## src/rtl/apb_pkg.sv

```systemverilog
// Shared types and constants for the APB register completer.
package apb_pkg;
   localparam int REG_IDX_W           = 3;
   localparam int REG_COUNT           = 8;
   localparam int MAILBOX_IDX_DEFAULT = 7;

   typedef enum logic {IDLE = 1'b0, ACCESS = 1'b1} apb_state_t;

   // Everything the completer presents back to the bus, registered as one unit.
   typedef struct packed {
      logic       pready;
      logic       pslverr;
      logic [7:0] prdata;
      logic       wr_commit;
   } apb_rsp_t;

   function automatic logic xfer_err(input logic wr, input logic hi_set,
                                     input logic [REG_IDX_W-1:0] idx,
                                     input logic [REG_IDX_W-1:0] mailbox);
      return hi_set || (wr && idx != mailbox);
   endfunction
endpackage

```

## src/rtl/apb_reg_completer.sv

```systemverilog
// APB completer in front of the 8x8 register file: reads any register,
// writes only the mailbox, with a programmable number of wait states.
module apb_reg_completer
   import apb_pkg::*;
#(
   parameter int ADDR_W      = 8,
   parameter int WAIT_STATES = 0,
   parameter int MAILBOX_IDX = MAILBOX_IDX_DEFAULT
) (
   input  logic                 clk,
   input  logic                 rst,
   input  logic                 psel,
   input  logic                 penable,
   input  logic                 pwrite,
   input  logic [ADDR_W-1:0]    paddr,
   input  logic [7:0]           pwdata,
   output logic [7:0]           prdata,
   output logic                 pready,
   output logic                 pslverr,
   output logic                 apb_op,
   output logic                 apb_wr_en,
   output logic [7:0]           apb_data,
   output logic [REG_IDX_W-1:0] rf_read_addr,
   input  logic [7:0]           rf_read_data
);
   localparam logic [REG_IDX_W-1:0] MB        = REG_IDX_W'(MAILBOX_IDX % REG_COUNT);
   localparam logic [3:0]           WAIT_INIT = 4'(WAIT_STATES);

   apb_state_t        state_q, state_d;
   logic [3:0]        cnt_q, cnt_d;
   logic              pwrite_q, pwrite_d;
   logic [ADDR_W-1:0] paddr_q, paddr_d;
   logic [7:0]        wdata_q, wdata_d;
   apb_rsp_t          rsp_q, rsp_d;

   logic              cur_wr, cur_err;
   logic [ADDR_W-1:0] cur_addr;
   apb_rsp_t          fire;

   // With zero wait states the response is formed in the setup cycle, so the
   // live bus fields are used there; ACCESS works from the captured copy.
   assign cur_wr       = (state_q == IDLE) ? pwrite : pwrite_q;
   assign cur_addr     = (state_q == IDLE) ? paddr  : paddr_q;
   assign cur_err      = xfer_err(cur_wr, |cur_addr[ADDR_W-1:REG_IDX_W],
                                  cur_addr[REG_IDX_W-1:0], MB);
   assign rf_read_addr = cur_addr[REG_IDX_W-1:0];

   assign fire = '{pready:    1'b1,
                   pslverr:   cur_err,
                   prdata:    (!cur_wr && !cur_err) ? rf_read_data : 8'h00,
                   wr_commit: cur_wr && !cur_err};

   always_comb begin
      state_d  = state_q;
      cnt_d    = cnt_q;
      pwrite_d = pwrite_q;
      paddr_d  = paddr_q;
      wdata_d  = wdata_q;
      rsp_d    = '0;
      case (state_q)
         IDLE: begin
            if (psel && !penable) begin
               state_d  = ACCESS;
               cnt_d    = WAIT_INIT;
               pwrite_d = pwrite;
               paddr_d  = paddr;
               wdata_d  = pwdata;
               if (WAIT_STATES == 0) rsp_d = fire;
            end
         end
         ACCESS: begin
            if (!psel) begin
               // master abandoned the transfer: nothing is committed
               state_d = IDLE;
               cnt_d   = '0;
            end else if (rsp_q.pready) begin
               if (penable) state_d = IDLE;
               else         rsp_d   = rsp_q;
            end else if (cnt_q == 4'd1) begin
               rsp_d = fire;
               cnt_d = '0;
            end else if (cnt_q > 4'd1) begin
               cnt_d = cnt_q - 4'd1;
            end
         end
         default: state_d = IDLE;
      endcase
   end

   always_ff @(posedge clk) begin
      if (rst) begin
         state_q  <= IDLE;
         cnt_q    <= '0;
         pwrite_q <= 1'b0;
         paddr_q  <= '0;
         wdata_q  <= '0;
         rsp_q    <= '0;
      end else begin
         state_q  <= state_d;
         cnt_q    <= cnt_d;
         pwrite_q <= pwrite_d;
         paddr_q  <= paddr_d;
         wdata_q  <= wdata_d;
         rsp_q    <= rsp_d;
      end
   end

   assign pready    = rsp_q.pready;
   assign pslverr   = rsp_q.pslverr;
   assign prdata    = rsp_q.prdata;
   assign apb_op    = rsp_q.wr_commit;
   assign apb_wr_en = rsp_q.wr_commit;
   assign apb_data  = wdata_q;
endmodule

```

## config.mk

```make
export PLATFORM = sky130hd
export DESIGN_NAME = apb_reg_completer
export DESIGN_NICKNAME = d
export VERILOG_FILES = /design/src/rtl/apb_pkg.sv /design/src/rtl/apb_reg_completer.sv
export SDC_FILE = /design/constraint.sdc
export NUM_CORES = 1
export LEC_CHECK = 0
export ABC_AREA = 1
export CORE_MARGIN = 3
export CORE_UTILIZATION = 48
export DETAILED_ROUTE_END_ITERATION = 16
export PLACE_DENSITY_LB_ADDON = 0.08
export REMOVE_ABC_BUFFERS = 1
export SLEW_MARGIN = 0
export SYNTH_ARGS = -nofsm -noshare
export SYNTH_HDL_FRONTEND = slang
export SYNTH_SLANG_ARGS = --single-unit
```

## constraint.sdc

```tcl
create_clock -name clk -period 2.2 [get_ports clk]
set_clock_uncertainty 0.05 [all_clocks]
set_input_delay 0.33 -clock clk [delete_from_list [all_inputs] [get_ports clk]]
set_output_delay 0.33 -clock clk [all_outputs]
set_load 0.03 [all_outputs]
```

==> results of run 1 <==
-- layout make-up --
class	count	area (sq um)	share of cell area, %
inverter	17	68.82	3.329
tap	31	38.79	1.877
sequential	33	661.9	32.02
timing repair buffer	56	548.0	26.51
clock buffer	7	55.05	2.663
multi-input combinational	144	694.4	33.60
-- through the flow --
step,power (mW),worst slack [ps],instances
floorplan,0.7703,681.8,194
global placement,0.8832,227.5,281
detailed placement,0.8856,211.9,281
CTS,1.233,108.1,288
global route,1.281,26.69,288
finish,1.221,124.6,288
-- metal layers --
layer,GRT usage (%),vias to the layer above,share of wire [%],wire (um)
met5,0,-,0,0
met4,7.576,0,1.5,51
met3,8.595,7,7.4,244
met2,30.19,42,46,1524
met1,24.17,629,45,1488
li1,-,765,-,-
-- timing repair --
item                                   in CTS  in global routing
setup endpoints to repair                   3                  0
resized for setup                           1                  0
endpoints found under the hold margin       0                  0
-- sequential cells by signal, indices dropped and copies added (netlist names) --
| name | flops |
|---|---|
| apb_data | 8 |
| paddr_q | 8 |
| prdata | 8 |
| cnt_q | 4 |
| apb_op | 1 |
| pready | 1 |
| pslverr | 1 |
| pwrite_q | 1 |
| state_q | 1 |
-- power breakdown --
part | total [mW] | switching, mW | leakage, nW | internal (mW)
Sequential | 0.638 | 0.0171 | 0.269 | 0.621
Combinational | 0.234 | 0.125 | 0.493 | 0.109
Clock | 0.349 | 0.198 | 0.0314 | 0.151
-- final timing paths --
| kind | end | slack, ps | startpoint |
|---|---|---|---|
| worst max register to register | cnt_q[2] | 770 | state_q |
| worst max-delay path | rf_read_addr[2] | 120 | state_q |
| worst min-delay path | apb_data[4] | 420 | apb_data[4] |
| worst min register to register | apb_data[4] | 420 | apb_data[4] |
-- layout by cell type (no fill, tap or decap), types with 3 or more instances in the layout --
cell	instances
clkbuf_4	5
nor2_1	17
dfxtp_1	32
clkdlybuf4s50_1	51
o21ai_1	3
a21oi_1	30
nand3_1	5
nand2_1	67
inv_1	14
nand4_1	9
buf_4	5
-- critical path, stage by stage, from the launching register on --
cell	delay, ps
dfxtp_2	510
nand2_1	90
nand2_1	90
clkdlybuf4s50_1	670
-- cell families (layout without fill, tap and decap cells) --
logic type | after synthesis | in the layout | synth area share, %
AO/OA/AOI/OAI | 38 | 38 | 14.61
XOR/XNOR | 1 | 1 | 0.5913
adder cells (fa/ha/maj) | 2 | 2 | 1.689
buffers and inverters | 26 | 80 | 8.530
flip-flops | 33 | 33 | 44.59
AND/OR/NAND/NOR | 103 | 103 | 29.98
==> impl_metrics.env, run 1 <==
export IMPL_insertedDiodeCount=0
export IMPL_ys_seq_area_share_pct=44.59
export IMPL_synth_edf_count=0
export IMPL_hold_viol=0
export IMPL_startpoint_type="flop"
export IMPL_yosys_warnings=0
export IMPL_criticalPathCategory="reg -> out"
export IMPL_synth_area_sq_mm=0.001481
export IMPL_die_h_um=61.56
export IMPL_yosysTopAreaCell="dfxtp_1"
export IMPL_setup_viol=0
export IMPL_routabilityCongestion=0.7818
export IMPL_yosys_top_cells_area="dfxtp_1, nand2_1, a21oi_1"
export IMPL_setup_tns_ps=0
export IMPL_htreeDepth=2
export IMPL_num_vias=1443
export IMPL_ys_seq_elements=33
export IMPL_nets=288
export IMPL_ctsRootBufferMaster="clkbuf_4"
export IMPL_hold_depth=2
export IMPL_crit_path_end_kind="primary output"
export IMPL_floorplan_initialDensity_pct=51.93
export IMPL_holdWs_ps=415.4
export IMPL_insertion_delay_ps=330
export IMPL_io_pins=52
export IMPL_antenna_found_initial=0
export IMPL_drive_gt1_share_pct=8.949
export IMPL_yosysMostFrequentCell="nand2_1"
export IMPL_grt_setup_unrepaired="false"
export IMPL_tightestPinTransition_ps=408.8
export IMPL_final_util_pct=72.46
export IMPL_syn_to_final_growth_pct=39.53
export IMPL_yosysTopAreaCellShare_pct=44.59
export IMPL_coreArea_sq_mm=0.002853
export IMPL_cts_tree="yes"
export IMPL_design_area_sq_mm=0.002067
export IMPL_drt_wirelength_per_cell_um=11.49
export IMPL_fin_crit_sh_pct=94.34
export IMPL_max_cap_violations=0
export IMPL_ys_types=25
export IMPL_clock_sinks=33
export IMPL_clockBufferDepth=2
export IMPL_min_path_type="reg -> reg"
export IMPL_grt_overflow_total=0
export IMPL_cts_buffers=5
export IMPL_netlist_instances=203
export IMPL_place_port_buffers=51
export IMPL_drt_iter0_markers=55
export IMPL_worstRegToRegCells=8
export IMPL_grtUsageTotal_pct=19.63
export IMPL_wl_um=3309
export IMPL_final_max_slew_viol_count=0
export IMPL_cts_setup_buffers=0
export IMPL_p_leak_nw=0.7935
export IMPL_synthTopCellsByCount="nand2_1, dfxtp_1, a21oi_1"
export IMPL_peakVddDrop_uv=424.7
export IMPL_clk_pin_slew_worst_paths_ps=100
export IMPL_critPathRequiredTime_ps=1820
export IMPL_die_w_um=61.56
export IMPL_path_max_fanout=10
export IMPL_arrival_ps=1700
export IMPL_grt_pass1_vias=1299
export IMPL_synthArstFlopShare_pct=0
export IMPL_max_freq_mhz=481.8
export IMPL_outcome="finished, final reports clean"
export IMPL_drtPass1Iterations=4
export IMPL_synth_area_per_cell_sq_um=7.298
export IMPL_period_needed_ps=2075
export IMPL_grt_start_max_net_pins=14
export IMPL_via_per_inst=5.010
export IMPL_slew_headroom_pct=72.66
export IMPL_route_detailed_drc=0
export IMPL_synth_main_ff_cell="dfxtp_1"
export IMPL_power_density_mw_per_mm2=590.6
export IMPL_grt_pass1_wl_um=5471
export IMPL_fp_dieArea_sq_mm=0.003789
export IMPL_postCtsHoldBufs=0
export IMPL_dpl_cell_area_sq_mm=0.002011
export IMPL_rows=19
export IMPL_fillers=238
export IMPL_dp_final_hpwl_um=2419
export IMPL_drt_antenna_violating_nets=0
Power figures use the tool's default switching activity.
==> run 2, diff against run 1 <==
Settings changed: ABC_AREA 1 to not set, CORE_UTILIZATION 48 to 30, CTS_CLUSTER_DIAMETER set to 40.
==> impl_metrics.env, run 2 <==
export IMPL_die_h_um=75.17
export IMPL_power_frac_comb_pct=15.3
export IMPL_setup_tns_ps=0
export IMPL_postCtsHoldBufs=0
export IMPL_worstRegToRegCells=5
export IMPL_antenna_found_initial=0
export IMPL_critPathRequiredTime_ps=1820
export IMPL_drt_iter0_markers=44
export IMPL_path_delay_family="buffers and inverters"
export IMPL_preCtsSetupSlack_ps=186.7
export IMPL_grt_pass1_vias=1313
export IMPL_p_leak_nw=0.7399
export IMPL_min_path_type="reg -> reg"
export IMPL_clk_pin_slew_worst_paths_ps=60
export IMPL_outcome="finished, final reports clean"
export IMPL_die_w_um=75.17
export IMPL_final_max_slew_viol_count=0
export IMPL_yosysMostFrequentCell="nand2_1"
export IMPL_power_density_mw_per_mm2=660.9
export IMPL_critPathMaxStageDelay_ps=600
export IMPL_crit_slowest_cell="clkdlybuf4s50_1"
export IMPL_swShare_pct=23.93
export IMPL_synth_main_ff_cell="dfxtp_1"
export IMPL_crit_path_end_kind="primary output"
export IMPL_synth_fa_ha_area_share_pct=1.744
export IMPL_synth_area_sq_mm=0.001435
export IMPL_grt_setup_unrepaired="false"
export IMPL_switchingPower_mw=0.3312
export IMPL_netlist_instances=172
export IMPL_via_per_inst=4.874
export IMPL_drt_wirelength_per_cell_um=13.25
export IMPL_ys_seq_area_share_pct=46.03
export IMPL_ys_seq_elements=33
export IMPL_power_frac_seq_pct=45.6
export IMPL_path_cells="mux2_2 -> clkdlybuf4s50_1"
export IMPL_period_needed_ps=2028
export IMPL_path_max_fanout=4
export IMPL_max_cap_violations=0
export IMPL_clock_sinks=33
export IMPL_fillers=433
export IMPL_max_freq_mhz=493.2
export IMPL_hold_path_startpoint="apb_data[2]"
export IMPL_wl_um=3671
export IMPL_grtUsageTotal_pct=14.54
export IMPL_synth_area_per_cell_sq_um=8.344
export IMPL_drtPass1Iterations=4
export IMPL_peakVddDrop_uv=357.9
export IMPL_hold_path_end="apb_data[2]"
export IMPL_synthSimpleGateAreaFrac_pct=26.94
export IMPL_reg2reg_to="prdata[5]"
export IMPL_yosys_top_cells_area="dfxtp_1, nand2_1, a21oi_1"
export IMPL_rr_startpoint="cnt_q[0]"
export IMPL_grt_overflow_total=0
export IMPL_clockBufferDepth=2
export IMPL_layout_common_cells="clkdlybuf4s50_1, nand2_1, dfxtp_1"
export IMPL_regArea_sq_um=660.6
export IMPL_multi_input_area_sq_um=698.2
export IMPL_cts_buffers=5
export IMPL_dp_final_hpwl_um=2727
export IMPL_fp_dieArea_sq_mm=0.005650
export IMPL_hold_viol=0
export IMPL_insertedDiodeCount=0
export IMPL_crit_buf_inv=1
export IMPL_arrival_ps=1650
export IMPL_holdWs_ps=402.8
export IMPL_ctsRootBufferMaster="clkbuf_8"
export IMPL_synth_edf_count=0
export IMPL_finalPower_mw=1.384
export IMPL_power_frac_clock_pct=39.1
export IMPL_drive_gt1_share_pct=9.778
export IMPL_tightestPinTransition_ps=484.7
export IMPL_rows=24
export IMPL_routabilityCongestion=0.8770
export IMPL_grt_start_max_net_pins=30
export IMPL_io_pins=52
export IMPL_yosysTopAreaCell="dfxtp_1"
export IMPL_slew_headroom_pct=67.23
export IMPL_synthArstFlopShare_pct=0
export IMPL_cts_setup_buffers=0
export IMPL_setup_viol=0
export IMPL_route_detailed_drc=0
export IMPL_syn_to_final_growth_pct=45.95
export IMPL_synth_xor_area_share_pct=0
export IMPL_synth_top_family_by_area="simple AND/OR/NAND/NOR gates"
export IMPL_yosys_warnings=0
export IMPL_final_common_cell="clkdlybuf4s50_1"
export IMPL_drt_antenna_violating_nets=0
export IMPL_coreArea_sq_mm=0.004474
export IMPL_nets=256
export IMPL_floorplan_initialDensity_pct=32.07
export IMPL_insertion_delay_ps=280
export IMPL_synthTopCellsByCount="nand2_1, dfxtp_1, a21oi_1"
export IMPL_place_port_buffers=51
export IMPL_place_inst=270
export IMPL_startpoint_type="flop"
export IMPL_htreeDepth=2
export IMPL_fin_crit_sh_pct=92.16
export IMPL_ys_types=34
export IMPL_intPower_mw=1.053
export IMPL_fin_cells=277
export IMPL_fin_ws_ps=172.4
export IMPL_num_vias=1350
export IMPL_yosysTopAreaCellShare_pct=46.03
export IMPL_criticalPathCategory="reg -> out"
export IMPL_synth_compound_area_share_pct=16.65
export IMPL_ff2ff_setup_slack_ps=330
export IMPL_hold_depth=2
export IMPL_post_cts_resize_count=0
export IMPL_cts_tree="yes"
export IMPL_synth_mux_area_share_pct=3.313
export IMPL_grt_pass1_wl_um=6127
==> run 2: cell count changes in the layout (fill, tap and decap cells not counted), moves of 3 or more <==
cell | before | now
clkbuf_4 | 5 | 0
clkbuf_8 | 1 | 5
inv_1 | 14 | 5
mux2_2 | 0 | 3
nand2_1 | 67 | 45
nand3_1 | 5 | 0
nor2_1 | 17 | 6
o21ai_0 | 1 | 4
or4_1 | 0 | 3
==> run 2: how the worst max path moves through the flow <==
stage	from	to	cells past startpoint	slack, ps
2_1_floorplan	state_q	pslverr	3	470
3_3_place_gp	paddr[2]	rf_read_addr[2]	3	200
3_5_place_dp	paddr[2]	rf_read_addr[2]	3	190
4_1_cts	state_q	rf_read_addr[2]	2	150
5_1_grt	state_q	rf_read_addr[1]	2	110
6_report	state_q	rf_read_addr[2]	2	170
==> run 2: area by class of cell <==
| class | instances | area share [%] |
|---|---|---|
| Multi-Input combinational cell | 124 | 33.33 |
| Clock inverter | 2 | 1.673 |
| Inverter | 5 | 0.8961 |
| Sequential cell | 33 | 31.54 |
| Timing Repair Buffer | 56 | 26.16 |
| Clock buffer | 5 | 3.286 |
| Tap cell | 52 | 3.106 |
==> run 2: metrics by stage <==
| stage | area, sq um | util (%) |
|---|---|---|
| floorplan | 1378 | - |
| global placement | 1991 | 44.49 |
| detailed placement | 1991 | 44.49 |
| CTS | 2095 | 46.81 |
| global route | 2095 | 46.81 |
| finish | 2095 | 46.81 |
==> run 2: power by group through the flow <==
stage               logic [mW]  clock network, mW  registers [mW]
detailed placement       0.214                  0           0.645
global placement         0.209                  0           0.645
floorplan               0.0825                  0           0.662
CTS                      0.214              0.568           0.632
finish                   0.212              0.541           0.632
global route             0.231              0.597           0.634
==> run 2: logic make-up (layout without fill, tap and decap cells) <==
logic type / Yosys count / in the layout
AOI/OAI and AO/OA: 42 / 42
DFF: 33 / 33
buffers and inverters: 15 / 68
muxes: 4 / 4
adders and majority gates: 2 / 2
and+or+nand+nor: 76 / 76
==> run 2: tightest hold or removal path, stage by stage (launching register included) <==
cell and delay [ps]:
dfxtp_1 310, nand2_1 50, a21oi_1 50
==> run 2: per-layer routing <==
metal	GRT usage (%)	up-vias	wire length [um]
li1	-	701	-
met1	18.11	615	1627
met2	22.63	32	1815
met3	6.409	2	205
met4	4.660	0	23
met5	0	-	0
==> run 3, diff against run 2 <==
Settings changed: ABC_CLOCK_PERIOD_IN_PS set to 2200.
==> results of run 3 <==
Final layout, timing and power as in run 2 (identical DEF).
